[config.mk]
export PLATFORM = sky130hd
export DESIGN_NAME = sfx_player
export DESIGN_NICKNAME = d
export VERILOG_FILES = /design/src/rtl/sfx_pkg.sv /design/src/rtl/tone_div.sv /design/src/rtl/sfx_player.sv
export SDC_FILE = /design/constraint.sdc
export NUM_CORES = 1
export LEC_CHECK = 0
export ABC_CLOCK_PERIOD_IN_PS = 7900
export BUFFER_PORTS_ARGS = -buffer_cell sky130_fd_sc_hd__buf_4
export CELL_PAD_IN_SITES_DETAIL_PLACEMENT = 0
export CELL_PAD_IN_SITES_GLOBAL_PLACEMENT = 1
export CORE_UTILIZATION = 48
export DETAILED_ROUTE_END_ITERATION = 8
export GPL_TIMING_DRIVEN = 0
export MAX_ROUTING_LAYER = met4
export PLACE_DENSITY = 0.9
export RECOVER_POWER = 50
export SYNTH_ARGS = -nofsm -noshare
export SYNTH_HDL_FRONTEND = slang
export SYNTH_SLANG_ARGS = --single-unit
[constraint.sdc]
create_clock -name clk -period 7.9 [get_ports clk]
set_input_delay 0.395 -clock clk [delete_from_list [all_inputs] [get_ports clk]]
set_output_delay 0.395 -clock clk [all_outputs]
set_load 0.05 [all_outputs]
[src/rtl/sfx_pkg.sv]
// Shared definitions for sfx_player: note codes, note frequencies in centi-Hz,
// the elaboration-time half-period helper and the default effect ROMs.
package sfx_pkg;

   typedef logic [4:0] note_t;

   localparam note_t REST = 5'd0;
   localparam note_t L1 = 5'd1,  L2 = 5'd2,  L3 = 5'd3,  L4 = 5'd4,  L5 = 5'd5,  L6 = 5'd6,  L7 = 5'd7;
   localparam note_t M1 = 5'd8,  M2 = 5'd9,  M3 = 5'd10, M4 = 5'd11, M5 = 5'd12, M6 = 5'd13, M7 = 5'd14;
   localparam note_t H1 = 5'd15, H2 = 5'd16, H3 = 5'd17, H4 = 5'd18, H5 = 5'd19, H6 = 5'd20, H7 = 5'd21;
   localparam note_t END = 5'd31;

   localparam int N_NOTES = 22;
   localparam int unsigned FREQ_CHZ [N_NOTES] = '{
      0,
      26160, 29370, 32960, 34920, 39200, 44000, 49390,
      52330, 58730, 65930, 69850, 78400, 88000, 98780,
      104650, 117470, 131850, 139700, 156800, 176000, 197550
   };

   localparam int ROM_N   = 4;
   localparam int ROM_LEN = 8;
   localparam note_t SFX_ROM [ROM_N][ROM_LEN] = '{
      '{H3, H5, END, END, END, END, END, END},
      '{M2, END, END, END, END, END, END, END},
      '{M5, M3, M1, END, END, END, END, END},
      '{M5, M4, M3, M2, L1, REST, L1, END}
   };

   // Codes 22..31 carry no pitch and play as silence.
   function automatic logic is_rest(input note_t n);
      return (n == REST) || (n > H7);
   endfunction

   // Rounded CLK_HZ / (2 * f), with f held in centi-Hz.
   function automatic int unsigned half_period(input longint unsigned clk_hz, input note_t n);
      longint unsigned f;
      if (is_rest(n)) return 0;
      f = 64'(FREQ_CHZ[n]);
      return 32'((clk_hz * 64'd100 + f) / (64'd2 * f));
   endfunction

   function automatic note_t rom_note(input int sfx, input int slot);
      if (sfx >= ROM_N || slot >= ROM_LEN) return END;
      return SFX_ROM[sfx[1:0]][slot[2:0]];
   endfunction

endpackage

[src/rtl/tone_div.sv]
// Square-wave divider: counts 0..half_period-1 and toggles the wave as the count reaches
// half_period-1; clear zeroes count and wave, hold freezes both.
module tone_div #(
   parameter int DIV_W = 20
) (
   input  logic             clk,
   input  logic             rst_n,
   input  logic             clear,
   input  logic             hold,
   input  logic [DIV_W-1:0] half_period,
   output logic             wave
);

   logic [DIV_W-1:0] cnt_q, cnt_d;
   logic             wave_q, wave_d;
   logic [DIV_W:0]   cnt_inc;

   assign cnt_inc = {1'b0, cnt_q} + 1'b1;

   always_comb begin
      cnt_d  = cnt_q;
      wave_d = wave_q;
      if (clear) begin
         cnt_d  = '0;
         wave_d = 1'b0;
      end else if (!hold) begin
         cnt_d = (cnt_inc >= {1'b0, half_period}) ? '0 : cnt_inc[DIV_W-1:0];
         if (({1'b0, cnt_d} + 1'b1) == {1'b0, half_period}) begin
            wave_d = ~wave_q;
         end
      end
   end

   always_ff @(posedge clk) begin
      if (!rst_n) begin
         cnt_q  <= '0;
         wave_q <= 1'b0;
      end else begin
         cnt_q  <= cnt_d;
         wave_q <= wave_d;
      end
   end

   assign wave = wave_q;

endmodule

[src/rtl/sfx_player.sv]
// Priority sound-effect sequencer: trig -> busy/sfx_id next cycle, lower index pre-empts,
// other triggers during play are dropped. Build option SFX_LOOP_EN adds the loop input.
module sfx_player
   import sfx_pkg::*;
#(
   parameter int CLK_HZ      = 50_000_000,
   parameter int UNIT_CYCLES = 5_000_000,
   parameter int N_SFX       = 4,
   parameter int SEQ_LEN     = 8,
   parameter int DIV_W       = 20
) (
   input  logic                     clk,
   input  logic                     rst_n,
   input  logic [N_SFX-1:0]         trig,
`ifdef SFX_LOOP_EN
   input  logic                     loop,
`endif
   output logic                     speaker,
   output logic                     busy,
   output logic [$clog2(N_SFX)-1:0] sfx_id,
   output logic                     done
);

   localparam int ID_W = $clog2(N_SFX);
   localparam int SL_W = $clog2(SEQ_LEN + 1);
   localparam int UC_W = $clog2(UNIT_CYCLES + 1);

   localparam logic [0:0] S_IDLE = 1'b0;
   localparam logic [0:0] S_PLAY = 1'b1;

   // Extra END column at SEQ_LEN lets the look-ahead index one past the last slot.
   note_t            rom_tab [N_SFX][SEQ_LEN+1];
   logic [DIV_W-1:0] hp_tab  [32];

   for (genvar s = 0; s < N_SFX; s++) begin : g_rom
      for (genvar k = 0; k <= SEQ_LEN; k++) begin : g_slot
         assign rom_tab[s][k] = (k == SEQ_LEN) ? END : rom_note(s, k);
      end
   end

   for (genvar g = 0; g < 32; g++) begin : g_hp
      localparam int unsigned HP = half_period(64'(CLK_HZ), note_t'(g));
      assign hp_tab[g] = DIV_W'(HP);
   end

   logic [0:0]      state_q, state_d;
   logic [ID_W-1:0] sfx_q, sfx_d, trig_idx;
   logic [SL_W-1:0] slot_q, slot_d, nxt_slot;
   logic [UC_W-1:0] ucnt_q, ucnt_d;
   logic            done_q, done_d;
   logic            loop_en, trig_any, boundary, last, start, div_clear;
   note_t           cur_note;

`ifdef SFX_LOOP_EN
   assign loop_en = loop;
`else
   assign loop_en = 1'b0;
`endif

   assign trig_any = |trig;
   assign cur_note = rom_tab[sfx_q][slot_q];
   assign nxt_slot = slot_q + 1'b1;
   assign boundary = (state_q == S_PLAY) && (ucnt_q == UC_W'(UNIT_CYCLES - 1));
   assign last     = (nxt_slot == SL_W'(SEQ_LEN)) || (rom_tab[sfx_q][nxt_slot] == END);

   always_comb begin
      trig_idx = '0;
      for (int i = N_SFX - 1; i >= 0; i--) begin
         if (trig[i]) trig_idx = ID_W'(i);
      end
   end

   always_comb begin
      state_d = state_q;
      sfx_d   = sfx_q;
      slot_d  = slot_q;
      ucnt_d  = ucnt_q;
      done_d  = 1'b0;
      start   = 1'b0;
      if (state_q == S_IDLE) begin
         start = trig_any;
      end else if (boundary && last && !loop_en) begin
         // Natural finish; a trigger landing on this cycle is still taken.
         done_d  = 1'b1;
         state_d = S_IDLE;
         slot_d  = '0;
         ucnt_d  = '0;
         start   = trig_any;
      end else if (trig_any && (trig_idx < sfx_q)) begin
         start = 1'b1;
      end else if (boundary) begin
         slot_d = last ? '0 : nxt_slot;
         ucnt_d = '0;
      end else begin
         ucnt_d = ucnt_q + 1'b1;
      end
      if (start) begin
         state_d = S_PLAY;
         sfx_d   = trig_idx;
         slot_d  = '0;
         ucnt_d  = '0;
      end
   end

   always_ff @(posedge clk) begin
      if (!rst_n) begin
         state_q <= S_IDLE;
         sfx_q   <= '0;
         slot_q  <= '0;
         ucnt_q  <= '0;
         done_q  <= 1'b0;
      end else begin
         state_q <= state_d;
         sfx_q   <= sfx_d;
         slot_q  <= slot_d;
         ucnt_q  <= ucnt_d;
         done_q  <= done_d;
      end
   end

   assign div_clear = (state_q == S_IDLE) || boundary || start;

   tone_div #(
      .DIV_W(DIV_W)
   ) u_tone_div (
      .clk         (clk),
      .rst_n       (rst_n),
      .clear       (div_clear),
      .hold        (is_rest(cur_note)),
      .half_period (hp_tab[cur_note]),
      .wave        (speaker)
   );

   assign busy   = (state_q == S_PLAY);
   assign sfx_id = sfx_q;
   assign done   = done_q;

endmodule
### Word level (Yosys, flattened, before mapping)

Memory sizes are Yosys's and may differ from the RTL's.
Index checks and enable logic that the tools add are counted.

* memory bits (read-only): 640
* logic and storage cells: 78
* output and inout port bits: 5
* memories: 1
* input port bits: 6
* flip-flop bits (word level): 52

* mux-type cells: 30
* eq/ne operators: 5
* add/subtract/negate cells: 4
* reductions and logical operators: 16
* bitwise logic cells: 8
* order comparisons: 7

Memory list
* (name not given): words 32, width 20, read ports 1, clocked after Yosys merged registers in 0, wr ports 0, line sfx_player.sv:130 `.half_period (hp_tab[cur_note]),`

Operator list (count)
* binary-select mux 45 bit (select 2 bit): 1
* two-way mux 45 bit: 2
* two-way mux 23 bit: 3
* two-way mux 20 bit: 3
* adder 20 x 1 -> 21 bit (second input constant): 2
* binary-select mux 5 bit (select 4 bit): 2
* adder 23 x 1 -> 23 bit (second input constant): 1
* == test 23 bit (second input constant): 1
* == test 21 x 20 -> 1 bit: 1
* >= comparator 21 x 20 -> 1 bit: 1
* two-way mux 5 bit: 4
* two-way mux 4 bit: 4
* >= comparator 5 bit (second input constant): 2
* NOT 4 -> 5 bit: 2
* two-way mux 2 bit: 4
* two-way mux 1 bit: 7
* >= comparator 6 bit (second input constant): 1
* NOT 5 -> 6 bit: 1
* AND reduction 2 bit: 3
* == test 5 bit (second input constant): 1
* > comparator 5 bit (second input constant): 1
* zero test 5 bit: 1
* adder 4 x 1 -> 4 bit (second input constant): 1
* == test 4 bit (second input constant): 1
* other kinds (11): 20

### Longest topological paths before layout

Gate-level depths: netlist of the first run.

* word-level depth: 16
* gate-level depth with buffers: 31
* depth with buffers taken out: 27

### Cells and area by module

Synthesis of the first run repeated with hierarchy kept, for this count alone.

* cells, all modules: 766
* area total of the unflattened synthesis: 5525.3 sq um

By module, submodules not included
* tone_div: cells an instance 418, sequential area each 420.4 sq um, area an instance 2906.5 sq um, instances 1
* sfx_player: cells an instance 348, sequential area each 620.6 sq um, area an instance 2618.8 sq um, instances 1

### Worst setup path before layout of the first run

OpenSTA, ideal clock, no wires.

* path kind: reg2reg
* start point: register sfx_q[0] (netlist: sfx_id[0])
* end point: register u_tone_div.wave_q (netlist: u_tone_div.wave)
* period minus slack after synthesis: 6526 ps
* stages on the path, launching flop included: 29
* data required time: 7822 ps
* setup slack: 1374 ps
* arrival time: 6447 ps
* library setup time: 78 ps
* path buffers: 4
* cells stage by stage: dfxtp_1 buf_2 buf_2 o21ai_0 a21oi_1 o21ai_0 and2_1 ha_1 a221oi_1 nor2_1 ha_1 or3_1 a211o_1 a31oi_1 o211ai_1 buf_4 buf_4 nor2_1 ha_1 and4b_1 o21ai_0 nand2_1 nand3_4 or3_1 and2_0 o32a_1 a211o_1 or4_1 a21oi_1

* longest elaborated chain between the ends: 16
* elaborated cells between the ends (all ways): 33
* classes of those cells: add/sub (1); order compare (3); eq/ne (2); mux (15); bitwise (3); reduce/logical (8); memory (1)

RTL lines
* start: declaration: line sfx_player.sv:47 `logic [ID_W-1:0] sfx_q, sfx_d, trig_idx;`
* start signal: assignment: line sfx_player.sv:108 `sfx_q <= '0;`
* start signal: assignment: line sfx_player.sv:114 `sfx_q <= sfx_d;`
* NOT 2 -> 3 bit (not written as such): line sfx_player.sv:61, sfx_player.sv:64
* binary-select mux 45 bit (select 2 bit): line sfx_player.sv:61, sfx_player.sv:64
* two-way mux 45 bit (not written as such) (2 in series): line sfx_player.sv:61, sfx_player.sv:64
* binary-select mux 5 bit (select 4 bit): line sfx_player.sv:61 `assign cur_note = rom_tab[sfx_q][slot_q];`
* two-way mux 5 bit (not written as such) (2 in series): line sfx_player.sv:61
* NOT 5 -> 6 bit (not written as such): line sfx_player.sv:130
* memory read (32 x 20 bit)
* two-way mux 20 bit (not written as such) (2 in series): line sfx_player.sv:130
* >= comparator 21 x 20 -> 1 bit: line tone_div.sv:27 `cnt_d = (cnt_inc >= {1'b0, half_period}) ? '0 : cnt_inc[DIV_W-1:0];`
* two-way mux 20 bit: line tone_div.sv:27
* adder 20 x 1 -> 21 bit: line tone_div.sv:28 `if (({1'b0, cnt_d} + 1'b1) == {1'b0, half_period}) begin`
* == test 21 x 20 -> 1 bit: line tone_div.sv:28
* AND reduction 2 bit (no line)
* end signal: assignment: line tone_div.sv:40 `wave_q <= wave_d;`
* end: declaration: line tone_div.sv:15 `logic wave_q, wave_d;`

Parallel ways exist; a longest one is shown, timed or not. The select of a mux whose other input is x is not followed.
A chain may end at the register's enable or synchronous reset.

### Worst setup path in the final report of the first run

* start point: register slot_q[2]
* end point: register u_tone_div.wave_q (netlist: u_tone_div.wave)

* longest elaborated chain between the ends: 13
* elaborated cells between the ends (all ways): 30
* classes of those cells: add/sub (2); order compare (2); eq/ne (3); mux (11); bitwise (4); reduce/logical (7); memory (1)

RTL lines
* start: declaration: line sfx_player.sv:48 `logic [SL_W-1:0] slot_q, slot_d, nxt_slot;`
* start signal: assignment: line sfx_player.sv:115 `slot_q <= slot_d;`
* NOT 4 -> 5 bit (not written as such): line sfx_player.sv:61
* binary-select mux 5 bit (select 4 bit): line sfx_player.sv:61
* two-way mux 5 bit (not written as such) (2 in series): line sfx_player.sv:61
* NOT 5 -> 6 bit (not written as such): line sfx_player.sv:130
* memory read (32 x 20 bit)
* two-way mux 20 bit (not written as such) (2 in series): line sfx_player.sv:130
* >= comparator 21 x 20 -> 1 bit: line tone_div.sv:27
* two-way mux 20 bit: line tone_div.sv:27
* adder 20 x 1 -> 21 bit: line tone_div.sv:28
* == test 21 x 20 -> 1 bit: line tone_div.sv:28
* AND reduction 2 bit (no line)

Parallel ways exist; a longest one is shown, timed or not. The select of a mux whose other input is x is not followed.

==> results of run 1 <==
[critical path, delay by kind of cell (launching register included)]
kind	cells	cell delay, ns
xor gates and xnor gates	1	0.17
and+or+nand+nor	10	2.42
AOI/OAI and AO/OA	10	2.54
buffers and inverters	5	0.92
DFF	1	0.40
adders and majority gates	3	0.83
[synth_stat cells (14+ instances only)]
cell	count	area (um2)
a21oi_1	30	150.1
a22oi_1	17	127.6
dfxtp_1	52	1041
ha_1	34	425.4
inv_1	32	120.1
nand2_1	43	161.4
nand3_1	28	140.1
nand4_1	14	87.58
nor2_1	77	289.0
nor3_1	17	85.08
o21ai_0	26	130.1
xnor2_1	27	236.5
xor2_1	20	175.2
[per-stage QoR]
stage	worst slack, ns	instance area [um2]	hold WS (ns)
floorplan	1.374	5044	0.4311
global placement	0.6101	5289	0.4480
detailed placement	0.5093	5289	0.4502
CTS	0.4569	5383	0.3468
global route	0.09951	5365	0.3438
finish	0.5074	5365	0.3492
[layer usage]
metal  part of all wire  global-route usage
met5                  0                   -
met4              0.021             0.07857
met3              0.053             0.04323
met2               0.47              0.4309
met1               0.46              0.3217
[cell usage in the layout, fill, tap and decap left out, types with 9 or more instances in the layout]
master	instances
o21ai_0	26
a22oi_1	17
dfxtp_1	52
and3_1	12
a211oi_1	9
nand3_1	28
nand2_1	43
ha_1	34
inv_1	32
clkbuf_1	15
nor3_1	17
xnor2_1	27
nand4_1	14
buf_4	13
and2_1	11
xor2_1	20
nor2b_1	12
a21oi_1	30
buf_2	10
nor2_1	77
[power breakdown]
| part | leakage [nW] | internal [mW] | switching [mW] |
|---|---|---|---|
| Combinational | 1.54 | 0.0486 | 0.0861 |
| Sequential | 0.419 | 0.264 | 0.00217 |
| Clock | 0.0452 | 0.0648 | 0.0996 |
| Total | 2.01 | 0.377 | 0.188 |
[sequential cells by signal, indices dropped and copies added (netlist names)]
| register | flops |
|---|---|
| busy | 1 |
| u_tone_div.cnt_q | 20 |
| sfx_id | 2 |
| slot_q | 4 |
| ucnt_q | 23 |
| u_tone_div.wave | 1 |
| done | 1 |
[worst min path at each step]
stage                                     from  cells after the start  slack, ns                   end
after floorplan           u_tone_div.cnt_q[18]                      1       0.43  u_tone_div.cnt_q[18]
after global placement    u_tone_div.cnt_q[18]                      1       0.45  u_tone_div.cnt_q[18]
after detailed placement  u_tone_div.cnt_q[19]                      1       0.45  u_tone_div.cnt_q[19]
after CTS                              trig[0]                      3       0.35             sfx_id[0]
after global routing                   trig[0]                      3       0.34             sfx_id[0]
final                                  trig[0]                      3       0.35             sfx_id[0]
[kinds of logic (layout without fill, tap and decap cells)]
logic type	after synthesis	count (layout)	share of synthesized area
AND/OR/NAND/NOR	286	286	0.3168
XOR/XNOR	50	50	0.09377
multiplexers	7	7	0.01414
flip-flops	52	52	0.2064
adder cells (fa/ha/maj)	34	34	0.08435
buffers and inverters	65	83	0.06028
AO/OA/AOI/OAI	155	155	0.2243
[repair_timing]
item | in CTS | in global routing
hold buffers | 0 | 0
resized for setup | 0 | 2
setup endpoints to repair | 0 | 1
[cell type report]
type                    count  area, um2
multi-input cells         532       3700
clock inverters             3      25.02
plain buffers              32      180.2
inverters                  33      123.9
well taps                 136      170.2
repair buffers             10      56.30
flip-flops and latches     52       1041
clock buffers               5      68.82
fillers                  1041       4912
==> results, run 1 <==
- Setup total negative slack on the finished layout was measured at 0 ns.
- The post-synthesis sequential element count is 52.
- The count of flip-flops with a built-in enable after synthesis is 0.
- The floorplan has 37 rows.
- After clock tree synthesis, the clock-pin slew on the worst setup and hold paths is roughly 0.10 ns.
- Counting tap cells, the placed design contains a total of a little under 800 instances.
- Data arrives at the worst endpoint at about 7.6 ns.
- The fraction of the cycle the final worst path needs is 0.9358.
- In this run the critical register-to-register path is captured at u_tone_div.wave.
- The final hold violation count is 0.
- In the final design database the tool counted between 700 and 800 nets.
- During synthesis, Yosys emitted a total of 0 warnings.
- Post-CTS timing repair inserted 0 buffers for setup.
- Setup repair after global routing left no endpoint under its margin.
- The transition time of the tightest slew-check pin is ~0.82 ns.
- In this run the worst setup path terminates at u_tone_div.wave.
- The number of nets handed over by synthesis was between 600 and 700.
- Yosys mapped the design onto slightly below 100 distinct sky130hd cell types.
- The type of the tightest min-delay check is in -> reg.
- The number of antenna cells inserted is 0.
- The number of pins with negative max-slew slack in the final report is 0.
- STA classifies the critical path endpoint as a flip-flop.
- The total clock sinks is between 50 and 60.
- Power spread over the standard cell area amounts to roughly 110 nW/um2.
- The number of maximum-capacitance violations is 0.
- The worst register-to-register path has a setup slack of between 0.5 and 0.6 ns.
- The H-tree was split into 2 levels.
- A synthesized cell averages 7.771 um2.
- The post-synthesis async set-or-reset flop share is 0.
- In this run the deepest clock path goes through 2 buffers.
- VDD sags by at most slightly below 0.00007 V.
- The kind of critical path is reg -> reg.
- The netlist area before placement is just over 5000 um2.
- The final setup violation count is 0.
- The CTS buffer count is 5.
- The initial antenna violation count is 0.
- The flow ran to the end, and the final reports show no timing, DRC or antenna violations.
- For the finished layout, the period the worst path requires is between 7 and 8 ns.
- The height of the die is between 100 and 150 um.
- The clock tree skew after final layout is between 0.01 and 0.015 ns.
- Routability-driven placement finished with a final weighted congestion of between 0.9 and 1.
- Global routing finished with a remaining overflow of 0.
- The start point of the critical path is slot_q[2].
- The via count of the first global-routing pass came to approximately 4700.
- The wire length of the first global-routing pass is 22530 um.
- The die covers about 11000 um2.
- On the critical path, the stage with the largest delay is an instance of a221oi_1.
- Dividing the detail-routed via count by the number of cells gives 6.137.
- The largest net degree at the start of global routing is 19.
- The clock tree from TritonCTS is built.
- The cell with the most instances on the worst path is ha_1.
- For this configuration, the core starts out at a cell density of 0.4907.
- The worst slew slack as a fraction of its limit is 0.4507.
- In the routed design, unresolved DRC markers number 0.
- The number of ports placed on the die boundary is 11.
- The maximum clock frequency is between 0.1 and 0.15 GHz.
- In the synthesized netlist the dominant register cell turns out to be dfxtp_1.
- The via count is around 4900.
- The detailed router's first-iteration violation count is 390.
- Measured on the finished design, the core utilization comes to 0.5220.
- The cell count after synthesis came out at 649.
- The number of cell instances on the worst register-to-register path is 29.
- The routed length per instance is 17.03 um.
- The maximum fanout along the worst path is 10.
- STA classifies the critical path startpoint as a flip-flop.
- The count of nets left with antenna violations once routing finished came out at 0.
- The largest stage delay on the critical path is about 0.47 ns.
- In the final layout, the share of cells above drive strength 1 is 0.1004.
- For this design the static power due to leakage is about 2 nW.
- The portion of the post-synthesis area used by sequential elements is 0.2064.
- The horizontal die dimension is between 100 and 150 um.
- The later pin in the worst-skew pair is clocked with a latency of approximately 0.33 ns.
- Detailed placement ended at an HPWL of around 11000 um.
- The first TritonRoute pass finished after 7 iterations.
- In the global route stage, overall resource usage came out at 0.2597.
- The root buffer cell chosen for the clock tree is clkbuf_8.
- The completed layout was analyzed and its total power is 0.5647 mW.
- In this run the tool buffered the top-level ports with 10 buffer cells.
- The area overhead of the layout relative to synthesis is 6.376%.
- In this run the standard cell core region covers around 10000 um2.
- The routed wire length is between 10000 and 15000 um.
- The number of standard cells in the final layout excluding fillers is between 800 and 900.
- The worst register-to-register path begins at slot_q[2].
- The worst endpoint required time is 8.14 ns.
(Power assumes the default switching activity.)
==> run 2: changes to the inputs <==
ABC_CLOCK_PERIOD_IN_PS = 8390   (was 7900)
clock period = 8.39 ns   (was 7.9 ns; I/O delays follow)
==> run 2 against run 1 <==
Clock skew grew 0.00053 ns; die area is the same; design area shrank 0.19%; sequential power shrank 6%; critical path depth is the same; first-iteration DRC count grew 3.1%; worst hold slack gained 0.025 ns; routed wire length shrank 0.14%; critical endpoint unchanged; largest cell class unchanged; largest power group unchanged.
==> results, run 2 (synthesis results as in run 1) <==
- Hold timing on the final database bottoms out at a slack of 0.3744 ns.
- For the finished layout, the period the worst path requires is around 7.7 ns.
- The final critical-path setup slack is around 0.73 ns.
- The number of flip-flops in the largest register is 23.
- The final hold violation count was 0.
- The signal arrival time at the worst endpoint is 7.90 ns.
- The number of buffers inserted for hold repair after clock tree synthesis is 0.
- The count of buffers added on input and output ports is 10.
- The type of origin of the critical path is a flip-flop.
- For this run, the top clock speed supported by timing is 0.1306 GHz.
- Fill cells in the final layout number around 1000.
- The core region is between 10000 and 15000 um2.
- TritonCTS built the clock tree.
- After detailed placement, the total cell area comes to approximately 5300 um2.
- The top register by number of flip-flops is ucnt_q.
- The post-cts repair resize count is 0.
- Once the clock tree was built, the setup fixing pass inserted 0 buffers.
- After detailed routing, the number of remaining DRC violations is 0.
- Once placement completed, the tool counted placed cells totaling slightly below 800.
- The final instance area is 5355 um2.
- The CTS buffer count is 5.
- Global routing finished with a remaining overflow of 0.
- The via density per instance is about 6.1.
- The fraction of the cycle the final worst path needs is 0.9127.
- The routed length per instance is 17.01 um.
- The die is 104.5 um wide.
- At the end of routability-driven placement, the weighted congestion stood at 0.9384.
- Entering global routing, the biggest net connects 19 pins.
- The number of standard-cell rows in the floorplan is 37.
- Of the cells placed in the final design, the portion with a size suffix greater than 1 is 0.09745.
- The worst hold path startpoint is trig[0].
- The total clock sinks is 52.
- Headroom to the max-slew limit came out at 0.3893.
- The type of the tightest min-delay check is in -> reg.
- The number of standard cells in the final layout excluding fillers is between 800 and 900.
- The via count of the first global-routing pass is roughly 4700.
- The routed wire length is approximately 14000 um.
- The initial antenna violation count is 0.
- The largest registers in the layout are ucnt_q x23, u_tone_div.cnt_q x20, slot_q x4.
- The via count is a little under 5000.
- The HPWL after detailed placement is 10550 um.
- The worst setup path is captured at a flip-flop.
- In this run the worst path has a maximum fanout of 10.
- The first routing iteration left between 400 and 500 violations.
- The clock latency at the later pin of the worst-skew pair is 0.33 ns.
- The most frequent standard cell in the layout excluding fill and tap cells is nor2_1.
- The floorplan step set the die height to 104.5 um.
- In this run the critical register-to-register path is captured at u_tone_div.wave.
- For this run, the slowest stage of the critical path takes about 0.63 ns.
- The number of ports placed on the die boundary is 11.
- For flop-to-flop paths, the worst setup slack is 0.73 ns.
- Measured in cells, the most critical reg-to-reg path has a length of 29.
- CTS built an H-tree with a depth of 2.
- The final setup violation count is 0.
- In this design, the largest share of critical-path delay is due to simple AND/OR/NAND/NOR gates.
- The number of pins with negative max-slew slack in the final report was 0.
- The count of nets left with antenna violations once routing finished came out at 0.
- In this run the critical register-to-register path is launched from slot_q[1].
- The final layout contains a little over 700 nets.
- The total power draw is 0.5314 mW.
- The number of antenna diodes in the final layout is 0.
- The power per cell area is about 99 nW/um2.
- The area of the die is 10920 um2.
- The combined global-route utilization of all metal layers is 0.2597.
- The worst-case vdd ir drop is between 0.00006 and 0.00007 V.
- The worst endpoint required time is between 8 and 9 ns.
- In this design, the critical path's most frequently occurring cell is ha_1.
- The slowest stage of the critical path is the a311oi_1 cell.
- The run finished with clean final reports.
- The instance count along the most critical hold path is 3.
- The buffer type at the clock tree root is clkbuf_8.
- Across the run, the number of max-cap violations was 0.
- The leakage component of the power is 2.000 nW.
- Setup repair after global routing left no endpoint under its margin.
- The path with the worst hold slack has its endpoint at sfx_id[0].
- From synthesis to final layout, the design area changed by 6.177%.
- The clock tree skew after final layout is approximately 0.013 ns.
- The transition time of the tightest slew-check pin is roughly 0.9 ns.
- The starting utilization of the core area is 0.4907.
- Measured on the finished design, the core utilization comes to 0.5211.
- Prior to clock tree synthesis, the placed netlist has a worst setup slack of about 1 ns.
- The worst-case clock buffer depth is 2.
- The pre-antenna-repair detailed-routing pass consisted of 6 iterations.
- Setup total negative slack on the finished layout was measured at 0 ns.
- The first global-routing pass estimated around 23000 um of wire.
- The clock transition at the registers of the reported paths is ~0.1 ns.
- In the layout the commonest cells are 77 x nor2_1, 52 x dfxtp_1, 43 x nand2_1.
- The kind of critical path is reg -> reg.
- The sum of buffers and inverters on the critical path is 5.
[run 2: cell types whose count changed in the layout (fill, tap and decap cells not counted), sizes merged]
| cell | delta |
|---|---|
| buf | -1 |
| clkbuf | +1 |
[run 2: worst reg2reg max path: cells and delay by family (launching register included)]
| kind | cells | cell delay [ns] |
|---|---|---|
| flip-flops | 1 | 0.46 |
| AND/OR/NAND/NOR | 11 | 2.79 |
| AO/OA/AOI/OAI | 8 | 2.06 |
| buffers and inverters | 5 | 1.17 |
| XOR/XNOR | 1 | 0.15 |
| adder cells (fa/ha/maj) | 3 | 0.82 |
| multiplexers | 1 | 0.12 |
[run 2: cell type report]
type,count,area (um2),area share
buffer,32,176.4,0.03294
sequential,52,1041,0.1944
clock inverter,3,25.02,0.004673
timing repair buffer,10,56.30,0.01051
inverter,33,123.9,0.02313
tap,136,170.2,0.03178
clock buffer,5,68.82,0.01285
multi-input combinational,532,3694,0.6897
[run 2: worst max-delay path by stage]
| stage | slack (ns) | start | depth (start not counted) | end |
|---|---|---|---|---|
| final | 0.73 | slot_q[1] | 29 | u_tone_div.wave |
| after global routing | 0.27 | slot_q[1] | 29 | u_tone_div.wave |
| after CTS | 0.95 | slot_q[2] | 30 | u_tone_div.wave |
| after detailed placement | 1.0 | slot_q[2] | 29 | u_tone_div.wave |
| after global placement | 1.10 | slot_q[2] | 30 | u_tone_div.wave |
| after floorplan | 1.86 | sfx_id[0] | 28 | u_tone_div.wave |
[run 2: power by group]
part           internal [mW]  switching [mW]  total, mW
clock network         0.0610          0.0935      0.154
registers              0.248         0.00205      0.250
logic                 0.0456          0.0811      0.127
total                  0.355           0.177      0.531
[run 2: layer usage]
layer | vias up | track usage | wire length (um)
li1 | 2409 | - | -
met1 | 2328 | 0.3217 | 6243
met4 | 0 | 0.07857 | 291
met5 | - | - | 0
met3 | 28 | 0.04323 | 726
met2 | 143 | 0.4309 | 6397
